--- config.mk ---
export PLATFORM = sky130hd
export DESIGN_NAME = regfile_ctl
export DESIGN_NICKNAME = d
export VERILOG_FILES = /design/src/rtl/regfile_ctl.sv
export SDC_FILE = /design/constraint.sdc
export NUM_CORES = 1
export LEC_CHECK = 0
export BUFFER_PORTS_ARGS = -buffer_cell sky130_fd_sc_hd__buf_2
export CAP_MARGIN = 20
export CORE_MARGIN = 5
export CORE_UTILIZATION = 44
export DETAILED_ROUTE_END_ITERATION = 8
export PLACE_DENSITY = 0.66
export SLEW_MARGIN = 5
export SYNTH_ARGS = -nofsm -noshare
export SYNTH_HDL_FRONTEND = slang
export SYNTH_SLANG_ARGS = --single-unit
--- constraint.sdc ---
create_clock -name clk -period 3.1 [get_ports clk]
set_input_delay 0.465 -clock clk [delete_from_list [all_inputs] [get_ports clk]]
set_output_delay 0.465 -clock clk [all_outputs]
set_load 0.01 [all_outputs]
--- src/rtl/regfile_ctl.sv ---
// General-purpose register bank: one-hot decoded write port, two registered
// read ports with optional same-edge forwarding, and a sequenced clear-all sweep.
module regfile_ctl #(
  parameter int WIDTH  = 16,
  parameter int ADDR_W = 3,
  parameter int BYPASS = 1
) (
  input  logic              clk,
  input  logic              rst_n,
  input  logic              wr_en,
  input  logic [ADDR_W-1:0] wr_addr,
  input  logic [WIDTH-1:0]  wr_data,
  input  logic [ADDR_W-1:0] rd_addr_a,
  output logic [WIDTH-1:0]  rd_data_a,
  input  logic [ADDR_W-1:0] rd_addr_b,
  output logic [WIDTH-1:0]  rd_data_b,
  input  logic              clr_req,
  output logic              clr_busy,
  output logic              clr_done,
  output logic              dbg_state
);

  localparam int DEPTH = 1 << ADDR_W;

  typedef enum logic {
    ST_IDLE  = 1'b0,
    ST_CLEAR = 1'b1
  } state_t;

  state_t            state_q, state_d;
  logic [ADDR_W-1:0] idx_q, idx_d;
  logic              done_q, done_d;
  logic [WIDTH-1:0]  mem_q [DEPTH];
  logic [WIDTH-1:0]  mem_d [DEPTH];
  logic [WIDTH-1:0]  rd_a_q, rd_a_d;
  logic [WIDTH-1:0]  rd_b_q, rd_b_d;
  logic [DEPTH-1:0]  wr_onehot;
  logic [DEPTH-1:0]  clr_onehot;
  logic              wr_accept;

  // Write and clear enables are one-hot and never active in the same state.
  always_comb begin
    wr_accept  = wr_en && (state_q == ST_IDLE);
    wr_onehot  = '0;
    clr_onehot = '0;
    if (wr_accept) wr_onehot[wr_addr] = 1'b1;
    if (state_q == ST_CLEAR) clr_onehot[idx_q] = 1'b1;
  end

  always_comb begin
    for (int i = 0; i < DEPTH; i++) begin
      mem_d[i] = mem_q[i];
      if (clr_onehot[i])     mem_d[i] = '0;
      else if (wr_onehot[i]) mem_d[i] = wr_data;
    end
  end

  always_comb begin
    rd_a_d = mem_q[rd_addr_a];
    rd_b_d = mem_q[rd_addr_b];
    if (BYPASS != 0) begin
      if (wr_onehot[rd_addr_a])       rd_a_d = wr_data;
      else if (clr_onehot[rd_addr_a]) rd_a_d = '0;
      if (wr_onehot[rd_addr_b])       rd_b_d = wr_data;
      else if (clr_onehot[rd_addr_b]) rd_b_d = '0;
    end
  end

  always_comb begin
    state_d = state_q;
    idx_d   = idx_q;
    done_d  = 1'b0;
    case (state_q)
      ST_IDLE: begin
        if (clr_req) begin
          state_d = ST_CLEAR;
          idx_d   = '0;
        end
      end
      ST_CLEAR: begin
        idx_d = idx_q + ADDR_W'(1);
        if (&idx_q) begin
          state_d = ST_IDLE;
          done_d  = 1'b1;
        end
      end
      default: state_d = ST_IDLE;
    endcase
  end

  always_ff @(posedge clk or negedge rst_n) begin
    if (!rst_n) begin
      state_q <= ST_IDLE;
      idx_q   <= '0;
      done_q  <= 1'b0;
      rd_a_q  <= '0;
      rd_b_q  <= '0;
      for (int i = 0; i < DEPTH; i++) mem_q[i] <= '0;
    end else begin
      state_q <= state_d;
      idx_q   <= idx_d;
      done_q  <= done_d;
      rd_a_q  <= rd_a_d;
      rd_b_q  <= rd_b_d;
      for (int i = 0; i < DEPTH; i++) mem_q[i] <= mem_d[i];
    end
  end

  assign rd_data_a = rd_a_q;
  assign rd_data_b = rd_b_q;
  assign clr_busy  = (state_q == ST_CLEAR);
  assign clr_done  = done_q;
  assign dbg_state = state_q;

endmodule

==> results.toml <==
[placement]
place_ws_ps = 740
post-dp-hpwl_microns = 13900
postPlaceCellArea_sq_um = 8680
gp_congestion = 0.817
portBuffers = 63
dp_cells = 801

[clock_network]
cts_hold_buf = 0
clk_latency_ps = 430
htree_levels = 4
ctsLongestPathBuffers = 2
root_buffer = "clkbuf_16"
cts.clk_slew.worst_paths_ps = 70
cts.sinks = 165
cts_setup_buffers = 0
cts_resized = 0
cts_tree = "done"
cts_buffers = 17

[synth]
avgSynthCellArea_sq_um = 15.0
ys_ff_latch = 165
syn_area_sq_um = 8060
syn_nets = 570
ys_seq_area_share_pct = 51.2
yosys_warnings = 0
synthCells = 539
synth_cell_types = 29

[flow_run]
cap_violations = 0

[power_and_ir_drop]
power_density_nw_per_um2 = 808
p_seq_share_pct = 41.7
power_switching_mw = 2.51
ir_worst_vdd_mv = 0.474
p_comb_share_pct = 29.7
power.leakage_nw = 4.29
power_mw = 7.50
sw_frac_of_total_pct = 33.5
clkPwrFrac_pct = 28.7
p_int_mw = 4.99

[setup_path]
path_common_cell = "buf_4"
worst-endpoint-required_ps = 3460
crit_type = "reg -> reg"
max_stage_delay_ps = 600
end_kind = "flip-flop"
startpoint_type = "flip-flop"
slowest_stage = "a21oi_1"
crit_chain = "buf_4, nor2b_1, a21oi_1, buf_4, a22o_1"
arrival_ps = 2380
critPathMaxFanout = 17

[global_route]
grt_pass1_vias = 6000
grt_usage_pct = 22.3
grt_max_degree = 72
grt_overflow = 0
grt_pass1_wl_microns = 36200
antenna_found_initial = 0

[die]
initial_utilization_pct = 44.7
die_h_microns = 145
core_sq_um = 18000
pin_count = 64
die_w_microns = 145
die_area_sq_um = 21100
num_rows = 49

[timing]
post-route-min-period_ps = 2020
period_share_pct = 65.1
tightest_slew_ps = 724
grt_setup_unrepaired = "no"
report.final.slew_viol_count = 0
hold_viol = 0
fin_tns_setup_ps = 0
finalClockSkew_ps = 5.05
slew_headroom_pct = 51.8
setup_viol = 0
fmax_ghz = 0.495
worst_slack_ps = 1080

[detailed_routing]
wl_per_cell_microns = 27.8
drc = 0
vias = 5608
drtIter0Drc = 575
postRouteAntennaNets = 0
drt-total-wl_microns = 23200
routed_via_density = 6.72
first_pass_iters = 5

[worst_hold_path]
hold_path_class = "in -> async"

[final_layout]
layout.cells.non_filler = 834
design_area_sq_um = 9280
drive_above_1_share_pct = 39.6
area_growth_pct = 15.1
nFillCells = 1524
fin_nets = 622

[run_status]
run_status = "finished, final reports clean"
## cells in the final DEF (no fill, tap or decap), drive strengths merged, types with 3 or more instances in the layout
master / count
a21oi: 3
a22o: 160
a31oi: 4
a41oi: 3
buf: 97
clkbuf: 17
clkinv: 4
clkinvlp: 3
dfrtp: 165
inv: 6
mux2: 33
mux4: 64
nand2: 3
nand2b: 5
nor2: 9
nor2b: 3
xnor2: 6
xor2: 6
## state kept, by name, summed over array words and instances (netlist names)
register   cells
clr_busy       1
clr_done       1
idx_q          3
mem_q        128
rd_data_a     16
rd_data_b     16
## layer usage
metal | share of wire, % | routed length, microns | up-vias | GRT usage [%]
li1 | - | - | 2265 | -
met1 | 42 | 9660 | 2974 | 30.7
met2 | 47 | 10800 | 331 | 34.4
met3 | 9.3 | 2140 | 38 | 6.32
met4 | 2.2 | 516 | 0 | 7.23
met5 | 0 | 0 | - | 0
## cells by family after synthesis
kind of cell    after synthesis  synth area share (%)
compound gates              172                  18.8
flops                       165                  51.2
mux                          97                  22.5
simple gates                 27                  2.41
buf+inv                      64                  3.52
xor+xnor                     12                  1.30
fa+ha+maj                     2                 0.310
## power by group through the flow
stage | combinational, mW | clock (mW) | sequential, mW
floorplan | 1.47 | 0 | 3.04
global placement | 2.13 | 0 | 3.12
detailed placement | 2.20 | 0 | 3.15
CTS | 2.20 | 2.17 | 3.12
global route | 2.34 | 2.27 | 3.19
finish | 2.22 | 2.15 | 3.12
## path summary, 6_finish.rpt
path,start,endpoint,slack [ps],cells after the start
worst max-delay path,clr_busy,mem_q[103],1080,5
worst min-delay path,rst_n,rd_data_a[12],20,1
worst max register to register,clr_busy,mem_q[103],1080,5
worst min register to register,mem_q[90],mem_q[90],520,1
max in group asynchronous,rst_n,mem_q[123],2080,2
min in group clk,clr_req,idx_q[2],250,2
## area by class of cell
cell class,count,area [sq um],share of cell area [%]
multi-input cells,310,3650,39.3
clock buffers,17,425,4.59
repair buffers,97,614,6.62
well taps,229,287,3.09
clock inverters,15,169,1.82
diodes,1,2.50,0.0270
flip-flops and latches,165,4130,44.5
## Yosys cell counts
cell type  count  area (sq um)
nor3_2         1          10.0
a41oi_2        2          32.5
a41oi_1        1          8.76
ha_1           2          25.0
buf_2         26           130
clkbuf_1      19          71.3
a21oi_2        2          17.5
xnor2_1        6          52.6
xor2_1         6          52.6
dfrtp_1      165          4130
nor2b_1        3          18.8
buf_4          3          22.5
nand3b_1       1          7.51
nor3_4         1          16.3
a31oi_2        2          25.0
nor4_4         2          42.5
a21oi_1        1          5.00
nor2_2         3          18.8
o21ai_0        2          10.0
nand2b_1       5          31.3
nor2_1         6          22.5
buf_1         16          60.1
nand2_1        3          11.3
mux4_2        64          1440
a31oi_1        2          12.5
or3b_1         1          8.76
mux2_2        33           372
and2_1         1          6.26
a22o_1       160          1400
## stage by stage
stage	utilization (%)	hold WS [ps]
finish	51.5	20.7
CTS	51.5	48.5
detailed placement	48.2	498
global route	51.5	75.8
floorplan	-	169
global placement	48.2	494
## critical path: cells and delay by family (launching register included)
family                 cells  cell delay (ps)
AND/OR/NAND/NOR            1              200
flip-flops                 1              390
AO/OA/AOI/OAI              2              780
buffers and inverters      2              580
No activity file was read; power rests on OpenSTA's default activity.
